==> config.mk <==
export PLATFORM = sky130hd
export DESIGN_NAME = bits2gray_mapper
export DESIGN_NICKNAME = d
export VERILOG_FILES = /design/src/rtl/radio_mapper_pkg.sv /design/src/rtl/bin2gray.sv /design/src/rtl/bits2gray_mapper.sv
export SDC_FILE = /design/constraint.sdc
export NUM_CORES = 1
export LEC_CHECK = 0
export BUFFER_PORTS_ARGS = -buffer_cell sky130_fd_sc_hd__buf_2
export CORE_MARGIN = 2
export CORE_UTILIZATION = 45
export DETAILED_ROUTE_END_ITERATION = 7
export MAX_ROUTING_LAYER = met4
export PLACE_DENSITY = 0.67
export SKIP_LAST_GASP = 1
export SYNTH_ARGS = -nofsm -noshare
export SYNTH_HDL_FRONTEND = slang
export SYNTH_HIERARCHICAL = 1
export SYNTH_SLANG_ARGS = --single-unit
==> constraint.sdc <==
create_clock -name clk -period 3.2 [get_ports clk]
set_input_delay 0.16 -clock clk [delete_from_list [all_inputs] [get_ports clk]]
set_output_delay 0.16 -clock clk [all_outputs]
set_load 0.02 [all_outputs]
==> src/rtl/radio_mapper_pkg.sv <==
// rtl/radio_mapper_pkg.sv - shared symbol-width and Gray helpers for mappers
//
// Purpose:
//   Common definitions used by the transmit-side mappers and their helpers.
//   sym_width(M) gives the bits per symbol for a constellation of size M.
//   bin2gray() converts a binary symbol to Gray code. It works on a
//   MAX_SYM_W-wide vector. Narrower callers zero-extend the input and
//   truncate the result. The zero upper bits stay zero through the XOR.
// Ports: none (package).

package radio_mapper_pkg;

  // Widest symbol any mapper in this path is expected to carry.
  localparam int MAX_SYM_W = 16;

  // Bits per symbol. Degenerate sizes map to 1 so port widths stay legal
  // long enough for the elaboration check in the mapper to report them.
  function automatic int sym_width(input int m);
    return (m < 2) ? 1 : $clog2(m);
  endfunction

  // Gray code: each output bit is the XOR of a bin bit and its left neighbour.
  function automatic logic [MAX_SYM_W-1:0] bin2gray(input logic [MAX_SYM_W-1:0] bin);
    return bin ^ (bin >> 1);
  endfunction

endpackage

==> src/rtl/bin2gray.sv <==
// rtl/bin2gray.sv - combinational binary-to-Gray converter, mirror of gray2bin
//
// Purpose:
//   Converts a K-bit binary symbol to Gray code, where K = log2(MODULATION_ORDER).
//   This is the exact inverse of the receive-side gray2bin block.
// Ports:
//   bin   input  K  binary symbol
//   gray  output K  Gray-coded symbol

module bin2gray
  import radio_mapper_pkg::*;
#(
  parameter  int MODULATION_ORDER = 16,
  localparam int K                = sym_width(MODULATION_ORDER)
) (
  input  logic [K-1:0] bin,
  output logic [K-1:0] gray
);

  assign gray = K'(radio_mapper_pkg::bin2gray(MAX_SYM_W'(bin)));

endmodule

==> src/rtl/bits2gray_mapper.sv <==
// rtl/bits2gray_mapper.sv - serial bit packer and Gray encoder feeding the constellation mapper
//
// Purpose:
//   Collects serial bits MSB-first into K-bit symbols and Gray-encodes each
//   completed symbol. Symbols are presented downstream over a valid/ready
//   handshake. i_sof realigns the symbol boundary, and a partial symbol that
//   is discarded this way is reported on o_drop. i_flush zero-pads and emits
//   a pending partial symbol.
// Ports:
//   clk          input  1  system clock
//   rst          input  1  synchronous active-high reset
//   i_bit        input  1  serial data bit
//   i_dv         input  1  i_bit valid
//   i_sof        input  1  i_bit is first bit of a frame (realign)
//   i_flush      input  1  zero-pad and emit the pending partial symbol
//   o_ready      output 1  mapper accepts i_bit / i_sof / i_flush this cycle
//   o_gray_code  output K  Gray-coded symbol
//   o_dv         output 1  o_gray_code valid
//   i_ready      input  1  downstream accepts symbol
//   o_drop       output 1  one-cycle pulse: partial symbol discarded by i_sof

module bits2gray_mapper
  import radio_mapper_pkg::*;
#(
  parameter  int MODULATION_ORDER = 16,
  localparam int K                = sym_width(MODULATION_ORDER)
) (
  input  logic         clk,
  input  logic         rst,
  input  logic         i_bit,
  input  logic         i_dv,
  input  logic         i_sof,
  input  logic         i_flush,
  output logic         o_ready,
  output logic [K-1:0] o_gray_code,
  output logic         o_dv,
  input  logic         i_ready,
  output logic         o_drop
);

  // Counter must be able to hold K itself for the "symbol complete" compare.
  localparam int             CW      = $clog2(K + 1);
  localparam logic [CW-1:0]  K_CNT   = CW'(K);
  localparam logic [K-1:0]   MSB_ONE = K'(1) << (K - 1);

  if (MODULATION_ORDER < 2 || (MODULATION_ORDER & (MODULATION_ORDER - 1)) != 0) begin : g_bad_order
    $error("bits2gray_mapper: MODULATION_ORDER must be a power of 2 and >= 2");
  end
  if (K > MAX_SYM_W) begin : g_too_wide
    $error("bits2gray_mapper: symbol width exceeds MAX_SYM_W");
  end

  logic [K-1:0]  shreg;      // partial symbol, bits already in their final positions
  logic [CW-1:0] cnt;        // bits collected so far, 0..K-1

  logic          bit_acc;
  logic [K-1:0]  base_bin;
  logic [CW-1:0] base_cnt;
  logic [K-1:0]  pos;
  logic [K-1:0]  new_bin;
  logic [CW-1:0] cnt_after;
  logic          complete;
  logic          flush_emit;
  logic          emit;
  logic [K-1:0]  gray_next;

  // Only the output register decides readiness, so an emit can never
  // overwrite a symbol that is still waiting for the downstream.
  assign o_ready = !o_dv || i_ready;

  always_comb begin
    bit_acc   = i_dv && o_ready;
    base_bin  = shreg;
    base_cnt  = cnt;
    // A realigning bit starts from an empty symbol.
    if (bit_acc && i_sof) begin
      base_bin = '0;
      base_cnt = '0;
    end
    // Each bit is dropped straight into its final position. Unfilled LSBs
    // stay zero, so a flushed symbol is already zero-padded.
    pos       = MSB_ONE >> base_cnt;
    new_bin   = base_bin;
    cnt_after = base_cnt;
    if (bit_acc) begin
      if (i_bit) begin
        new_bin = base_bin | pos;
      end
      cnt_after = base_cnt + 1'b1;
    end
    complete   = bit_acc && (cnt_after == K_CNT);
    // A flush emits only when something remains after the incoming bit is
    // taken in. For K=1 every accepted bit completes, so this never fires.
    flush_emit = o_ready && i_flush && !complete && (cnt_after != '0);
    emit       = complete || flush_emit;
  end

  bin2gray #(
    .MODULATION_ORDER(MODULATION_ORDER)
  ) u_bin2gray (
    .bin  (new_bin),
    .gray (gray_next)
  );

  always_ff @(posedge clk) begin
    if (rst) begin
      shreg       <= '0;
      cnt         <= '0;
      o_gray_code <= '0;
      o_dv        <= 1'b0;
      o_drop      <= 1'b0;
    end else begin
      o_drop <= bit_acc && i_sof && (cnt != '0);
      if (emit) begin
        // Also covers back-to-back drain: a held symbol transferring this
        // cycle is replaced, and o_dv stays high.
        shreg       <= '0;
        cnt         <= '0;
        o_gray_code <= gray_next;
        o_dv        <= 1'b1;
      end else begin
        shreg <= new_bin;
        cnt   <= cnt_after;
        if (i_ready) begin
          o_dv <= 1'b0;
        end
      end
    end
  end

endmodule

==> results of run 1 <==
-- worst max path at each step --
stage / end / cells past startpoint
after floorplan: o_gray_code[0] / 9
after global placement: o_gray_code[1] / 8
after detailed placement: o_gray_code[1] / 8
after CTS: o_gray_code[2] / 8
after global routing: o_gray_code[1] / 8
final: o_gray_code[1] / 8
-- cells by family (layout without fill, tap and decap cells) --
group / Yosys count / in the layout / share of synthesized area (%)
simple gates: 31 / 31 / 26.9
fa+ha+maj: 2 / 2 / 3.58
compound gates: 12 / 12 / 13.8
xor+xnor: 3 / 3 / 3.76
flops: 13 / 13 / 37.3
mux: 5 / 5 / 7.17
buf+inv: 9 / 22 / 7.53
-- power groups by stage --
stage | clock network, mW | registers, mW | logic (mW)
2_1_floorplan | 0 | 0.181 | 0.0481
3_3_place_gp | 0 | 0.178 | 0.0624
3_5_place_dp | 0 | 0.178 | 0.0627
4_1_cts | 0.108 | 0.175 | 0.0642
5_1_grt | 0.114 | 0.176 | 0.0702
6_report | 0.104 | 0.175 | 0.0646
-- area by class of cell --
cell class	count	area [um2]
fillers	156	696
multi-input cells	53	385
flip-flops and latches	13	260
repair buffers	13	65.1
clock buffers	4	26.3
well taps	16	20.0
inverters	5	18.8
-- layer usage --
metal  vias up  global-route usage, %  routed length [um]  part of all wire, %
met5         -                      -                   0                    0
met4         0                   14.5                  42                  3.0
met3         5                   2.50                  40                  2.9
met2        12                   26.9                 652                   47
met1       294                   22.9                 656                   47
li1        293                      -                   -                    -
-- cells in the final DEF, fill, tap and decap left out, types with 2 or more instances in the layout --
master,count
nand2_1,3
clkbuf_4,3
nor2_1,2
nand2b_1,9
xor2_1,3
mux2i_1,5
inv_1,5
buf_2,13
ha_1,2
nor3_1,6
a41oi_1,2
nor3b_1,4
a21oi_1,2
dfxtp_1,13
-- state kept, by name, indices dropped and copies added (netlist names) --
register / flops
cnt: 3
o_gray_code: 4
o_dv: 1
o_drop: 1
shreg: 4
-- worst max-delay path, stage by stage (launching register included) --
cell and delay, ns:
dfxtp_1 0.31, and2b_1 0.19, inv_1 0.18, nand3_1 0.22
and3_2 0.27, ha_1 0.33, nand3b_1 0.21, a21oi_2 0.55
mux2i_1 0.25
-- metrics by stage --
stage | power [mW] | hold WS, ns | util (%)
3_3_place_gp | 0.241 | 0.461 | 50.9
2_1_floorplan | 0.230 | 0.340 | -
4_1_cts | 0.347 | 0.225 | 52.7
6_report | 0.344 | 0.226 | 52.7
5_1_grt | 0.361 | 0.258 | 52.7
3_5_place_dp | 0.241 | 0.465 | 50.9
==> metrics.yaml, run 1 <==
status:
  status: "finished clean"
clock_tree:
  clock_path_buffers: 2
  insertion_delay_ns: 0.28
  post-cts-setup-buffer-count: 0
  postCtsHoldBufs: 0
  cts_root_buf: "clkbuf_4"
  cts-buffers-inserted: 3
  htreeDepth: 1
  clk_pin_slew_ns: 0.08
  cts_tree: "done"
  cts.sinks: 13
  cts_resized: 0
timing:
  finalCritPeriodShare_pct: 80.8
  maxSlewHeadroom_pct: 56.7
  slew_viol_final: 0
  setup-tns-final_ns: 0
  finClkSkew_ns: 0.00207
  layout_setup_ws_ns: 0.615
  worst_pin_slew_ns: 0.649
  setup_viol: 0
  finalHoldViolCount: 0
  fmax_ghz: 0.387
  rsz0062_at_grt: "no"
  period_needed_ns: 2.58
detailed_routing:
  wl_per_cell_um: 13.4
  postRouteAntennaNets: 0
  routed_wl_mm: 1.39
  drtIter0Drc: 15
  avgViaCountPerCell: 5.81
  drc: 0
  vias: 604
  drtPass1Iterations: 4
hold_path:
  min_path_cells: 2
  holdCritStartpoint: "rst"
  hold_path_end: "cnt[2]"
  hp-class: "input pin to register"
critical_path:
  cp-end-kind: "register"
  crit_type: "register to register"
  reg2regPathDepth: 8
  required_ns: 3.42
  r2r_end: "o_gray_code[1]"
  worstReg2RegStart: "o_dv"
  crit_path_start_kind: "register"
  crit_start: "o_dv"
  cp.arrival_ns: 2.80
  rrSetupSlack_ns: 0.62
  crit_fanout: 11
yosys:
  avgSynthCellArea_um2: 9.31
  ys_warn_count: 6
  synth_fp_nets: 84
  ys_seq_area_share_pct: 37.3
  yosys.area.top_type_share_pct: 37.3
  ys_seq_elements: 13
  yosys-top-cells-count: "dfxtp_1 (13), nand2b_1 (9), nor3_1 (6)"
  syn_inst: 75
  synth_area_leaders: "dfxtp_1 (37%), nand2b_1 (8.1%), mux2i_1 (7.2%), nor3_1 (4.3%), nor3b_1 (4.3%)"
  synth_area_leader_cell: "dfxtp_1"
  synth-edff-count: 0
  synth_flop_cell: "dfxtp_1"
  postSynth.asyncResetShare_pct: 0
  yosysMostFrequentCell: "dfxtp_1"
  ys_types: 30
  syn_area_um2: 698
placed_design:
  pre_cts_slack_ns: 0.662
  dp_hpwl_um: 930
  dp_cells: 100
  placed_cell_area_um2: 749
  finalWeightedCongestion: 0.839
  port_buffers: 13
power_and_ir_drop:
  p_per_area_nw_per_um2: 443
  clkPwrFrac_pct: 30.4
  p_sw_share_pct: 29.3
  ir_drop_mv: 0.259
  power_frac_seq_pct: 50.9
  combinationalPowerShare_pct: 18.8
  switchingPower_mw: 0.101
  p_int_mw: 0.243
  leakage_nw: 0.343
layout:
  final_cell_area_um2: 776
  syn_to_final_growth_pct: 11.1
  num_antenna_cells: 0
  final_nets: 98
  final_cells: 104
  drive_gt1_share_pct: 23.9
grt:
  grt_overflow: 0
  grt_usage_pct: 18.5
  antenna_found_initial: 0
  grt_max_degree: 18
  grt_pass1_wl_mm: 2.40
  grt_pass1_vias: 529
job:
  cap_violations: 0
floorplan:
  start_util_pct: 47.4
  rows: 14
  dieArea_um2: 1880
  die-height_um: 43.4
  core_area_um2: 1470
  ios: 14
  fp.dieW_um: 43.4
Power figures use the tool's default switching activity.
==> inputs of run 2 (changes only) <==
==> constraint.sdc (replaced) <==
create_clock -name clk -period 2.5 [get_ports clk]
set_input_delay 0.125 -clock clk [delete_from_list [all_inputs] [get_ports clk]]
set_output_delay 0.125 -clock clk [all_outputs]
set_load 0.02 [all_outputs]
==> metrics.yaml, run 2 (synthesis results as in run 1) <==
hold_path:
  min_path_cells: 2  # unchanged
  hp-class: "input pin to register"
timing:
  slew_viol_final: 0  # unchanged
  worst_pin_slew_ns: 0.444  # -0.205 ns
  finalCritPeriodShare_pct: 92.3  # +12 points
  fmax_ghz: 0.433  # +12%
  rsz0062_at_grt: "no"
  setup-tns-final_ns: 0  # unchanged
  period_needed_ns: 2.31  # -0.278 ns
  finClkSkew_ns: 0.00266  # +0.000590 ns
  finalHoldViolCount: 0  # unchanged
  setup_viol: 0  # unchanged
  maxSlewHeadroom_pct: 70.3  # +14 points
  whs_ns: 0.203  # -0.0234 ns
clock_tree:
  cts-buffers-inserted: 3  # unchanged
  clk_pin_slew_ns: 0.08  # about the same
  htreeDepth: 1  # unchanged
  cts.sinks: 13  # unchanged
  post-cts-setup-buffer-count: 0  # unchanged
  clock_path_buffers: 2  # unchanged
  cts_root_buf: "clkbuf_4"
  cts_tree: "done"
  insertion_delay_ns: 0.28  # about the same
  postCtsHoldBufs: 0  # unchanged
  cts_resized: 0  # unchanged
detailed_routing:
  drtPass1Iterations: 3  # -1
  wl_per_cell_um: 12.7  # -5.4%
  drc: 0  # unchanged
  postRouteAntennaNets: 0  # unchanged
  drtIter0Drc: 10  # -5
  avgViaCountPerCell: 5.47  # -5.9%
  vias: 574  # -5.0%
  routed_wl_mm: 1.33  # -4.5%
floorplan:
  dieArea_um2: 1880  # unchanged
  ios: 14  # unchanged
  core_area_um2: 1470  # unchanged
  fp.dieW_um: 43.4  # unchanged
  die-height_um: 43.4  # unchanged
  start_util_pct: 47.4  # unchanged
  rows: 14  # unchanged
critical_path:
  required_ns: 2.68  # -0.74 ns
  reg2regPathDepth: 10  # +2
  path_cells: "and2b_1 > inv_1 > nand3_2 > nand2_1 > ha_1 > nor3b_2 > o22a_2 > a21oi_2 > buf_4 > a2111oi_2"
  cp_slowest_stage_delay_ns: 0.33  # -0.22 ns
  cp-end-kind: "register"
  timing.critical_path.buf_inv: 2  # +1
  crit_slowest_cell: "dfxtp_1"
  crit_path_start_kind: "register"
  crit_type: "register to register"
  cp_top_family: "simple AND/OR/NAND/NOR gates"
  crit_cells: 10  # +2
  crit_fanout: 11  # unchanged
  cp.arrival_ns: 2.49  # -0.31 ns
layout:
  regArea_um2: 260  # unchanged
  num_antenna_cells: 0  # unchanged
  syn_to_final_growth_pct: 12.9
  multi_input_area_um2: 390  # +1.3%
  nFillCells: 152  # -2.6%
  final_nets: 99  # +1.0%
  final_cell_mix: "dfxtp_1 (13), buf_2 (13), nand2b_1 (9)"
  drive_gt1_share_pct: 25.8  # +2.0 points
  top_regs: "o_gray_code x4, shreg x4, cnt x3"
power_and_ir_drop:
  p_per_area_nw_per_um2: 557  # +26%
  p_sw_share_pct: 28.7  # -0.63 points
  power_frac_seq_pct: 50.8  # about the same
  clkPwrFrac_pct: 29.8  # -0.6 points
  power.total_mw: 0.439  # +28%
  combinationalPowerShare_pct: 19.4  # +0.6 points
  p_int_mw: 0.313  # +29%
  leakage_nw: 0.350  # +2.0%
  ir_drop_mv: 0.307  # +19%
  switchingPower_mw: 0.126  # +25%
placed_design:
  dp_hpwl_um: 958  # +3.0%
  port_buffers: 13  # unchanged
  finalWeightedCongestion: 0.826  # -1.5%
grt:
  grt_usage_pct: 17.4  # -1.1 points
  grt_pass1_vias: 551  # +4.2%
  grt_max_degree: 18  # unchanged
  grt_pass1_wl_mm: 2.37  # -1.5%
  antenna_found_initial: 0  # unchanged
  grt_overflow: 0  # unchanged
status:
  status: "finished clean"
job:
  cap_violations: 0  # unchanged
run 2: cell count changes in the layout (fill, tap and decap cells not counted):
cell     delta
nand3_1     -1
nand3_2     +1
buf_4       +1
run 2: final timing paths:
path,start,endpoint,slack [ns]
setup / recovery,o_dv,cnt[2],0.19
hold / removal,rst,cnt[2],0.20
setup reg to reg,o_dv,cnt[2],0.19
hold reg to reg,o_gray_code[0],o_gray_code[0],0.47
run 2: routing by layer:
metal  track usage (%)  routed length [um]  vias to the layer above
met5                 -                   0                        -
met4              9.09                  19                        0
met3              3.75                  34                        2
met2              26.3                 615                        7
met1              21.8                 660                      272
li1                  -                   -                      293
run 2: power by group through the flow:
stage	clock (mW)	sequential (mW)	combinational, mW
floorplan	0	0.232	0.0616
global placement	0	0.228	0.0829
detailed placement	0	0.228	0.0838
CTS	0.139	0.223	0.0846
global route	0.149	0.225	0.0929
finish	0.131	0.223	0.0850
run 2: final cells by class:
class	count	area share (%)
timing repair buffer	14	9.21
tap	16	2.54
sequential	13	33.0
inverter	5	2.38
multi-input combinational	53	49.5
clock buffer	4	3.33
run 2: worst register-to-register path, cell delays in order (launching register included):
cell and delay, ns:
dfxtp_1 0.33, and2b_1 0.21, inv_1 0.15, nand3_2 0.15, nand2_1 0.07, ha_1 0.33, nor3b_2 0.21, o22a_2 0.20
a21oi_2 0.05, buf_4 0.18, a2111oi_2 0.33
run 2: metrics by stage:
| step | instances | utilization, % | setup slack [ns] | instance area (um2) |
|---|---|---|---|---|
| after global placement | 101 | 51.4 | 0.202 | 757 |
| after floorplan | 75 | - | 0.183 | 698 |
| after CTS | 105 | 53.2 | 0.119 | 783 |
| after detailed placement | 101 | 51.4 | 0.139 | 757 |
| final | 105 | 53.6 | 0.193 | 788 |
| after global routing | 105 | 53.6 | 0.0104 | 788 |
==> inputs of run 3 (changes only) <==
--- a/config.mk
+++ b/config.mk
@@ -5,12 +5,12 @@
 export SDC_FILE = /design/constraint.sdc
 export NUM_CORES = 1
 export LEC_CHECK = 0
-export BUFFER_PORTS_ARGS = -buffer_cell sky130_fd_sc_hd__buf_2
 export CORE_MARGIN = 2
 export CORE_UTILIZATION = 45
 export DETAILED_ROUTE_END_ITERATION = 7
+export DONT_BUFFER_PORTS = 1
 export MAX_ROUTING_LAYER = met4
-export PLACE_DENSITY = 0.67
+export PLACE_DENSITY = 0.68
 export SKIP_LAST_GASP = 1
 export SYNTH_ARGS = -nofsm -noshare
 export SYNTH_HDL_FRONTEND = slang
==> constraint.sdc (replaced) <==
create_clock -name clk -period 2.2 [get_ports clk]
set_input_delay 0.11 -clock clk [delete_from_list [all_inputs] [get_ports clk]]
set_output_delay 0.11 -clock clk [all_outputs]
set_load 0.02 [all_outputs]
==> metrics.yaml, run 3 (synthesis results as in run 1) <==
detailed_routing:
  drtPass1Iterations: 4  # +1
  avgViaCountPerCell: 5.94  # +8.6%
  drtIter0Drc: 14  # +4
  routed_wl_mm: 1.40  # +5.5%
  drc: 0  # unchanged
  wl_per_cell_um: 14.5  # +14%
  postRouteAntennaNets: 0  # unchanged
  vias: 576  # +0.35%
placed_design:
  placed_cell_area_um2: 727  # -4.0%
  finalWeightedCongestion: 0.824  # -0.29%
  dp_hpwl_um: 997  # +4.0%
  port_buffers: 0  # -13
layout:
  top_regs: "o_gray_code x4, shreg x4, cnt x3"
  final_nets: 91  # -8.1%
  final_cell_mix: "dfxtp_1 (13), nand2b_1 (9), nor3_1 (6)"
  num_antenna_cells: 0  # unchanged
  syn_to_final_growth_pct: 11.6
  post-route-util_pct: 53.0  # -0.60 points
  final_cell_area_um2: 779  # -1.1%
  final_common_cell: "dfxtp_1"
  nFillCells: 154  # +1.3%
  drive_gt1_share_pct: 18.5  # -7.3 points
timing:
  finalHoldViolCount: 0  # unchanged
  maxSlewHeadroom_pct: 63.1  # -7.2 points
  period_needed_ns: 2.09  # -0.213 ns
  finalCritPeriodShare_pct: 95.2  # +2.9 points
  setup_viol: 0  # unchanged
  whs_ns: 0.0109  # -0.192 ns
  finClkSkew_ns: 0.00383  # +0.00117 ns
  worst_pin_slew_ns: 0.552  # +0.108 ns
  slew_viol_final: 0  # unchanged
  fmax_ghz: 0.478  # +10%
  rsz0062_at_grt: "yes"
clock_tree:
  insertion_delay_ns: 0.27  # about the same
  cts.sinks: 13  # unchanged
  clock_path_buffers: 2  # unchanged
  clk_pin_slew_ns: 0.08  # about the same
  post-cts-setup-buffer-count: 0  # unchanged
  htreeDepth: 1  # unchanged
  cts_tree: "done"
  cts-buffers-inserted: 3  # unchanged
  cts_root_buf: "clkbuf_4"
grt:
  grt_pass1_vias: 578  # +4.9%
  grt_util_met3_pct: 5.00  # +1.3 points
  met2_usage_pct: 26.3  # unchanged
  gr-max-usage-layer: "met2"
  grt_overflow: 0  # unchanged
  antenna_found_initial: 0  # unchanged
  grt_pass1_wl_mm: 2.39  # +0.89%
  grt_max_degree: 10  # -8
  grt_usage_pct: 17.5  # +0.058 points
  grt_util_met1_pct: 22.3  # +0.41 points
critical_path:
  crit_type: "register to register"
  required_ns: 2.38  # -0.30 ns
  crit_fanout: 6  # -5
  cp.arrival_ns: 2.27  # -0.22 ns
  path_cells: "and2b_1 > inv_2 > nand3_2 > nand2_1 > ha_1 > nor3b_2 > o22a_2 > a21oi_2 > buf_4 > a2111oi_4"
  cp-end-kind: "register"
  crit_slowest_cell: "ha_1"
  cp_slowest_stage_delay_ns: 0.34  # about the same
  crit_path_start_kind: "register"
floorplan:
  core_area_um2: 1470  # unchanged
  start_util_pct: 47.4  # unchanged
  dieArea_um2: 1880  # unchanged
  fp.dieW_um: 43.4  # unchanged
  ios: 14  # unchanged
  rows: 14  # unchanged
  die-height_um: 43.4  # unchanged
status:
  status: "finished clean"
hold_path:
  hp-class: "input pin to register"
power_and_ir_drop:
  p_per_area_nw_per_um2: 644  # +15%
  ir_drop_mv: 0.372  # +21%
  leakage_nw: 0.317  # -9.4%
job:
  cap_violations: 0  # unchanged
run 3: cell count changes in the layout (fill, tap and decap cells not counted):
cell,before,now
inv_2,0,1
buf_4,1,4
buf_6,0,1
a2111oi_2,1,0
inv_1,5,4
dlygate4sd3_1,0,1
a2111oi_4,0,1
buf_2,13,0
run 3: power breakdown:
group / total [mW] / leakage [nW] / switching (mW) / internal [mW]
registers: 0.259 / 0.106 / 0.0128 / 0.246
clock network: 0.150 / 0.0150 / 0.0797 / 0.0702
logic: 0.0933 / 0.197 / 0.0499 / 0.0434
total: 0.502 / 0.317 / 0.142 / 0.359
run 3: repair_timing:
action                                  4_1_cts  5_1_grt
endpoints found under the setup margin        0        4
gates resized for setup                       0        2
hold buffers                                  1        0
endpoints found under the hold margin         9        0
run 3: cell type report:
type	count	area (um2)	area share, %
Clock buffer	4	26.3	3.37
Inverter	5	18.8	2.41
Multi-Input combinational cell	53	403	51.7
Sequential cell	13	260	33.4
Tap cell	16	20.0	2.57
Timing Repair Buffer	6	51.3	6.58
run 3: critical path: cells and delay by family (launching register included):
family / cells / cell delay, ns
and+or+nand+nor: 4 / 0.57
AOI/OAI and AO/OA: 3 / 0.56
adders and majority gates: 1 / 0.34
DFF: 1 / 0.33
buffers and inverters: 2 / 0.21
run 3: metrics by stage:
step	setup TNS (ns)	cells	total power, mW	worst slack, ns
CTS	0	97	0.498	0.0972
floorplan	0	75	0.335	0.0437
global placement	0	92	0.344	0.155
global route	-0.0358	97	0.529	-0.0321
detailed placement	0	92	0.346	0.119
finish	0	97	0.502	0.106
run 3: metal layers:
metal / share of wire [%] / wire length [um] / up-vias
li1: - / - / 279
met1: 46 / 651 / 282
met2: 50 / 694 / 15
met3: 4.0 / 56 / 0
met4: 0 / 0 / 0
met5: 0 / 0 / -
run 3: final timing paths:
path | startpoint | slack, ns | to | cells after the start
setup reg to reg | o_dv | 0.11 | cnt[2] | 10
hold / removal | rst | 0.01 | o_gray_code[2] | 2
hold reg to reg | o_gray_code[2] | 0.58 | o_gray_code[2] | 2
setup / recovery | o_dv | 0.11 | cnt[2] | 10
